--- config.mk ---
export PLATFORM = sky130hd
export DESIGN_NAME = multi_operand_add_ctrl
export DESIGN_NICKNAME = d
export VERILOG_FILES = /design/src/rtl/multi_operand_add_ctrl.sv
export SDC_FILE = /design/constraint.sdc
export NUM_CORES = 1
export LEC_CHECK = 0
export CORE_MARGIN = 10
export CORE_UTILIZATION = 35
export CTS_BUF_LIST = sky130_fd_sc_hd__clkbuf_16
export CTS_CLUSTER_DIAMETER = 40
export DETAILED_ROUTE_END_ITERATION = 8
export GPL_TIMING_DRIVEN = 1
export PLACE_DENSITY = 0.66
export RECOVER_POWER = 25
export SLEW_MARGIN = 25
export SYNTH_ARGS = -nofsm -noshare
export SYNTH_HDL_FRONTEND = slang
export SYNTH_HIERARCHICAL = 1
export SYNTH_SLANG_ARGS = --single-unit
--- constraint.sdc ---
create_clock -name clk -period 2.5 [get_ports clk]
set_clock_uncertainty 0.2 [all_clocks]
set_input_delay 0.625 -clock clk [delete_from_list [all_inputs] [get_ports clk]]
set_output_delay 0.625 -clock clk [all_outputs]
set_load 0.005 [all_outputs]
--- src/rtl/multi_operand_add_ctrl.sv ---
// Multi-operand accumulator: sums a job of up to MAX_OPS unsigned 20-bit
// operands through a single carry-lookahead adder, wrapping modulo 2^20
// and recording any carry-out in a sticky overflow flag.

// 20-bit carry-lookahead adder built from five 4-bit lookahead groups,
// with the group carries rippling from one group to the next.
module carry_look_ahead_20_bit (
    input  logic [19:0] a,
    input  logic [19:0] b,
    input  logic        cin,
    output logic [19:0] sum,
    output logic        cout
);

    logic [19:0] g;
    logic [19:0] p;
    logic [20:0] c;

    // Generate/propagate terms and per-group lookahead carry equations
    always_comb begin
        g    = a & b;
        p    = a ^ b;
        c    = '0;
        c[0] = cin;
        for (int blk = 0; blk < 5; blk++) begin
            c[4*blk+1] = g[4*blk] | (p[4*blk] & c[4*blk]);
            c[4*blk+2] = g[4*blk+1] | (p[4*blk+1] & g[4*blk])
                       | (p[4*blk+1] & p[4*blk] & c[4*blk]);
            c[4*blk+3] = g[4*blk+2] | (p[4*blk+2] & g[4*blk+1])
                       | (p[4*blk+2] & p[4*blk+1] & g[4*blk])
                       | (p[4*blk+2] & p[4*blk+1] & p[4*blk] & c[4*blk]);
            c[4*blk+4] = g[4*blk+3] | (p[4*blk+3] & g[4*blk+2])
                       | (p[4*blk+3] & p[4*blk+2] & g[4*blk+1])
                       | (p[4*blk+3] & p[4*blk+2] & p[4*blk+1] & g[4*blk])
                       | (p[4*blk+3] & p[4*blk+2] & p[4*blk+1] & p[4*blk] & c[4*blk]);
        end
        sum  = p ^ c[19:0];
        cout = c[20];
    end

endmodule

module multi_operand_add_ctrl #(
    parameter int MAX_OPS = 15
) (
    input  logic        clk,
    input  logic        rst_n,
    input  logic        start,
    input  logic [3:0]  num_ops,
    input  logic        in_valid,
    input  logic [19:0] in_data,
    output logic        in_ready,
    output logic        busy,
    output logic        done,
    output logic [19:0] result,
    output logic        overflow,
    output logic [3:0]  ops_left
);

    typedef enum logic [1:0] {
        IDLE  = 2'd0,
        ACCUM = 2'd1,
        DONE  = 2'd2
    } state_t;

    localparam logic [3:0] MAX_OPS_L = 4'(MAX_OPS);

    state_t      state_q, state_d;
    logic [19:0] acc_q, acc_d;
    logic        ovf_q, ovf_d;
    logic [3:0]  ops_q, ops_d;
    logic [19:0] add_sum;
    logic        add_cout;
    logic        handshake;
    logic [3:0]  ops_clamped;

    // The only adder in the block: accumulator plus the incoming operand
    carry_look_ahead_20_bit u_cla (
        .a    (acc_q),
        .b    (in_data),
        .cin  (1'b0),
        .sum  (add_sum),
        .cout (add_cout)
    );

    assign handshake   = in_valid & in_ready;
    assign ops_clamped = (num_ops > MAX_OPS_L) ? MAX_OPS_L : num_ops;

    // State, accumulator, overflow and operand counter registers
    always_ff @(posedge clk or negedge rst_n) begin
        if (!rst_n) begin
            state_q <= IDLE;
            acc_q   <= '0;
            ovf_q   <= 1'b0;
            ops_q   <= '0;
        end else begin
            state_q <= state_d;
            acc_q   <= acc_d;
            ovf_q   <= ovf_d;
            ops_q   <= ops_d;
        end
    end

    // Next-state logic: start only matters in IDLE, operands only in ACCUM
    always_comb begin
        state_d = state_q;
        acc_d   = acc_q;
        ovf_d   = ovf_q;
        ops_d   = ops_q;
        case (state_q)
            IDLE: begin
                if (start) begin
                    acc_d = '0;
                    ovf_d = 1'b0;
                    if (num_ops == 4'd0) begin
                        ops_d   = '0;
                        state_d = DONE;
                    end else begin
                        ops_d   = ops_clamped;
                        state_d = ACCUM;
                    end
                end
            end
            ACCUM: begin
                if (handshake) begin
                    acc_d = add_sum;
                    ovf_d = ovf_q | add_cout;
                    ops_d = ops_q - 4'd1;
                    if (ops_q == 4'd1) begin
                        state_d = DONE;
                    end
                end
            end
            DONE: begin
                state_d = IDLE;
            end
            default: begin
                state_d = IDLE;
            end
        endcase
    end

    assign in_ready = (state_q == ACCUM);
    assign busy     = (state_q != IDLE);
    assign done     = (state_q == DONE);
    assign result   = acc_q;
    assign overflow = ovf_q;
    assign ops_left = ops_q;

endmodule
# Yosys cells after proc, flatten, opt, wreduce, memory -nomap -nowiden
# Cells that the tools add are included.
# totals
ff_bits	27
latch_bits	0
ram_bits	0
rom_bits	0
out_inout_bits	28
word_cells	158
n_memories	0
# op_classes
add_sub_neg	1
multipliers	0
div	0
n_lt_le_gt_ge	1
eq_ne	6
n_shift	0
muxes	16
bitwise	124
n_reduce_logical	6
# op_table
op	n
1-bit bitwise AND	74
1-bit OR	47
20-bit 2-to-1 mux	2
20-bit case mux with 2 select lines	1
20-bit bitwise XOR	2
20-bit bitwise AND	1
4-bit 2-to-1 mux	4
2-bit 2-to-1 mux	4
4-bit case mux with 2 select lines	1
3-bit AND reduction	2
4-bit by 1-bit equality test with 1-bit output (second input constant)	1
4-bit > comparator (second input constant)	1
4-bit logical NOT	1
2-bit by 1-bit != test with 1-bit output (second input constant)	2
2-bit case mux with 2 select lines	1
2-bit nonzero test	2
4-bit by 1-bit subtractor with 4-bit output (second input constant)	1
2-bit by 1-bit equality test with 1-bit output (second input constant)	1
2-bit equality test (second input constant)	1
2-bit logical NOT	1
1-bit 2-to-1 mux	2
2-bit != test (second input constant)	1
1-bit case mux with 2 select lines	1

# Logic depth before layout (Yosys ltp)
# depth
depth_word	16
depth_mapped	9
depth_no_buf	9

# Modules after synthesis
# Netlist, hierarchy kept.
# by_module_without_submodules
mod	instances	cells_per_inst	area_per_inst_um2	seq_area_each_um2
multi_operand_add_ctrl	1	96	1187.4	675.6
carry_look_ahead_20_bit	1	100	858.3	0.0

# Worst setup path after synthesis
# No wires, ideal clock.
# synth_path
path_kind	input-to-reg
from	input port in_data[7]
to	register acc_q[17], in the netlist result[17]
arrival_time_ns	2.390
slack_ns	-0.211
cell_stages	8
cell_sequence	ha_1 -> a21oi_2 -> a31oi_1 -> o31ai_2 -> nand4b_2 -> fa_1 -> xor2_1 -> a22o_1
# synth_via
elab_chain_len	15
# synth_lines
element	line_no	source
from (decl)	51	input logic [19:0] in_data,
20-bit bitwise XOR	22	p = a ^ b;
1-bit bitwise AND, on equally long branches	-	
1-bit OR (tied with other cells)	32	c[4*blk+4] = g[4*blk+3] | (p[4*blk+3] & g[4*blk+2])
1-bit OR (tied with other cells)	33	| (p[4*blk+3] & p[4*blk+2] & g[4*blk+1])
1-bit OR or 1-bit bitwise AND (tied branches)	34, 35	
1-bit OR *	35	| (p[4*blk+3] & p[4*blk+2] & p[4*blk+1] & p[4*blk] & c[4*blk]);
1-bit bitwise AND *	35	
1-bit OR *	35	
1-bit bitwise AND *	35	
1-bit OR *	35	
1-bit bitwise AND *	26	c[4*blk+1] = g[4*blk] | (p[4*blk] & c[4*blk]);
1-bit OR *	26	
20-bit bitwise XOR *	37	sum = p ^ c[19:0];
net add_sum[17]	72	logic [19:0] add_sum;
20-bit 2-to-1 mux *	125	if (handshake) begin
20-bit case mux with 2 select lines *	110	case (state_q)
to (signal assigned)	93	acc_q <= '0;
to (signal assigned)	98	acc_q <= acc_d;
to (decl)	69	logic [19:0] acc_q, acc_d;
# The timed path passes the listed nets; every way through them passes the cells marked *. The select of a mux whose other input is x is not followed.
# A chain may end at the register's enable or synchronous reset.

# Worst setup path after layout
# layout_path
from	input port in_data[13]
to	register acc_q[17], in the netlist result[17]
# layout_via
elab_chain_len	10
# layout_lines
element	line_no
20-bit bitwise AND or 20-bit bitwise XOR (tied branches)	21, 22
1-bit bitwise AND, on equally long branches	33, 34, 35
1-bit OR (tied with other cells)	33
1-bit OR or 1-bit bitwise AND (tied branches)	34, 35
1-bit OR *	35
1-bit bitwise AND *	26
1-bit OR *	26
20-bit bitwise XOR *	37
net add_sum[17]	72
20-bit 2-to-1 mux *	125
20-bit case mux with 2 select lines *	110
# Marked as above.

==> impl_metrics.env <==
export IMPL_status="finished, final reports clean"
export IMPL_yosysUniqueCellTypes=52
export IMPL_antenna_found_initial=0
export IMPL_use_met3=0.0378
export IMPL_crit_cells=9
export IMPL_start_util=0.367
export IMPL_synthToLayoutAreaGrowth_pct=63.2
export IMPL_syn_inst=196
export IMPL_yosysWarnings=6
export IMPL_first_pass_iters=6
export IMPL_crit_top_cell="a21o_1"
export IMPL_start_kind="input port"
export IMPL_finalCriticalPeriod_ns=2.47
export IMPL_nets=352
export IMPL_power_leakage_nw=1.46
export IMPL_ir_drop_v=0.000592
export IMPL_met2_usage=0.220
export IMPL_first_iter_violations=61
export IMPL_num_rows=27
export IMPL_ys_flop_type="dfrtp_1"
export IMPL_finalPower_mw=3.84
export IMPL_slowest_stage="fa_2"
export IMPL_critical_path_buf_inv_count=1
export IMPL_busiest_layer="met2"
export IMPL_detail_route_antenna_nets=0
export IMPL_synth_enable_flop_cells=0
export IMPL_ctsRootBufferMaster="clkbuf_16"
export IMPL_critPathArrivalTime_ns=2.43
export IMPL_slew_headroom=0.528
export IMPL_worst_path_max_fanout=4
export IMPL_cts_tree="done"
export IMPL_synthDominantCellAreaShare=0.330
export IMPL_grt_pass1_vias=2034
export IMPL_setup_viol=0
export IMPL_end_kind="flip-flop"
export IMPL_cts_sinks=27
export IMPL_io_buffer_count=55
export IMPL_yosysTopAreaCell="dfrtp_1"
export IMPL_synth_area_per_cell_um2=10.4
export IMPL_grt_use_total=0.133
export IMPL_syn_area_um2=2050
export IMPL_worst_slew_pin_slew_ns=0.708
export IMPL_rr_worst_depth=8
export IMPL_worstPathCellList="dlygate4sd2_1, ha_4, a21o_1, a21o_1, nand2_2, nand4b_4, fa_2, xor2_1, a22o_1"
export IMPL_drc=0
export IMPL_fp_dieH_um=96.5
export IMPL_grt_max_degree=28
export IMPL_timing_hold_violations_final=0
export IMPL_grt_setup_unrepaired="yes"
export IMPL_final_util=0.599
export IMPL_dp_hpwl_mm=4.37
export IMPL_final_layout_size_suffix_gt1_frac=0.341
export IMPL_seq_area_frac_synth=0.330
export IMPL_gr_total_overflow=0
export IMPL_powerDensity_nw_per_um2=1150
export IMPL_synth_seq_cells=27
export IMPL_n_antenna_cell=0
export IMPL_ctsHoldBuffers=0
export IMPL_cts_buffers_inserted=3
export IMPL_via_count=1910
export IMPL_die_x_um=96.5
export IMPL_required_ns=2.46
export IMPL_drv_slew=0
export IMPL_core_area_um2=5570
export IMPL_worstHoldPathType="reg2reg"
export IMPL_drv_cap=0
export IMPL_timing_fmax_mhz=405
export IMPL_max_stage_delay_ns=0.38
export IMPL_totalWireLength_mm=5.98
export IMPL_ios=56
export IMPL_period_share=0.988
export IMPL_grt_pass1_wl_mm=9.95
export IMPL_wl_per_cell_um=16.2
export IMPL_fillers=492
export IMPL_synth_top_cells_by_area="dfrtp_1 33%, ha_1 13%, a22o_1 8.6%"
export IMPL_cts_buffer_depth=2
export IMPL_crit_type="in2reg"
export IMPL_hold_depth=1
export IMPL_vias_per_cell=5.19
export IMPL_met1_usage=0.165
export IMPL_gp_congestion=0.789
export IMPL_cpLargestDelayFamily="adder cells"
export IMPL_die_area_um2=9300
export IMPL_clk_pin_slew_ns=0.07
export IMPL_async_flop_share=1.00
export IMPL_clk_insertion_delay_late_ns=0.27
export IMPL_htreeDepth=1
[per-layer routing]
layer | share of wire | vias to the layer above
li1 | - | 935
met1 | 0.43 | 920
met2 | 0.49 | 49
met3 | 0.070 | 6
met4 | 0.012 | 0
met5 | 0 | -
[stage by stage]
stage,worst slack (ns),setup TNS [ns],cell area [um^2],hold slack (ns),std cells
after floorplan,-0.0977,-0.145,2150,0.129,198
after global placement,-0.681,-8.06,3030,0.324,356
after detailed placement,-0.739,-8.29,3030,0.335,356
after CTS,0.00314,0,3230,0.352,364
after global routing,-0.0351,-0.0936,3340,0.369,368
final,0.0289,0,3340,0.344,368
[power breakdown]
group	internal, mW	switching [mW]
Combinational	1.50	1.07
Clock	0.215	0.163
Sequential	0.627	0.267
Total	2.34	1.50
[flip-flops by register name, indices dropped and copies added (netlist names)]
signal	flops
ops_left	4
overflow	1
result	20
state_q	2
[final cells by class]
class                      count  area (um^2)  area share
timing repair buffer         101          855       0.256
tap                           72         90.1      0.0270
clock buffer                   3         75.1      0.0225
multi-input combinational    154         1600       0.480
sequential                    27          676       0.202
clock inverter                 1         3.75     0.00112
inverter                      10         37.5      0.0112
[worst paths after layout]
check	end	slack [ns]	from
max in group asynchronous	result[9]	0.91	rst_n
min	result[19]	0.34	result[19]
min reg2reg	result[19]	0.34	result[19]
max	result[17]	0.03	in_data[13]
min in group asynchronous	ops_left[3]	0.73	rst_n
max reg2reg	result[17]	0.08	result[7]
[kinds of logic after synthesis]
| group | after synthesis | share of synthesized area |
|---|---|---|
| compound gates | 63 | 0.252 |
| xor+xnor | 14 | 0.0599 |
| fa+ha+maj | 27 | 0.183 |
| buf+inv | 17 | 0.0434 |
| flops | 27 | 0.330 |
| mux | 1 | 0.00673 |
| other cells | 1 | 0.00183 |
| simple gates | 46 | 0.122 |
[what timing repair did]
action                                  4_1_cts  5_1_grt
pin swaps                                    22       28
resized for setup                            48       30
endpoints found under the setup margin       16       13
buffers inserted                              4        4
[synth_stat cells (2+ instances only)]
library cell	instances
a211oi_1	3
a211oi_2	2
a21boi_0	2
a21o_1	4
a21oi_1	5
a22o_1	20
a31oi_1	4
buf_2	2
buf_6	3
clkbuf_1	2
dfrtp_1	27
fa_1	5
ha_1	22
inv_1	10
nand2_1	7
nand3_1	5
nand4_1	3
nor2_1	14
nor2b_1	2
nor3_1	2
o21a_1	2
o21ai_0	6
o21bai_1	3
xnor2_1	9
xor2_1	5
[layout by cell type, fill, tap and decap left out, types with 2 or more instances in the layout]
cell type,netlist,final
a211oi_1,3,3
a21o_1,4,4
a21oi_1,5,3
a21oi_2,1,2
a22o_1,20,20
a31oi_1,4,2
buf_2,2,2
buf_4,0,45
buf_6,3,2
clkbuf_16,0,3
clkbuf_2,0,6
clkdlybuf4s15_1,0,2
clkdlybuf4s50_1,0,38
conb_1,1,3
dfrtp_1,27,27
dlygate4sd2_1,0,5
fa_1,5,3
fa_2,0,2
ha_1,22,7
ha_4,0,14
inv_1,10,11
nand2_1,7,6
nand3_1,5,3
nand4_1,3,3
nor2_1,14,12
nor2_4,0,2
nor2b_1,2,2
nor3_1,2,2
o21ai_0,6,3
o21ai_1,1,2
o21ai_2,0,2
o21bai_1,3,2
o31ai_4,1,2
xnor2_1,9,9
xor2_1,5,5
Power figures use the tool's default switching activity.
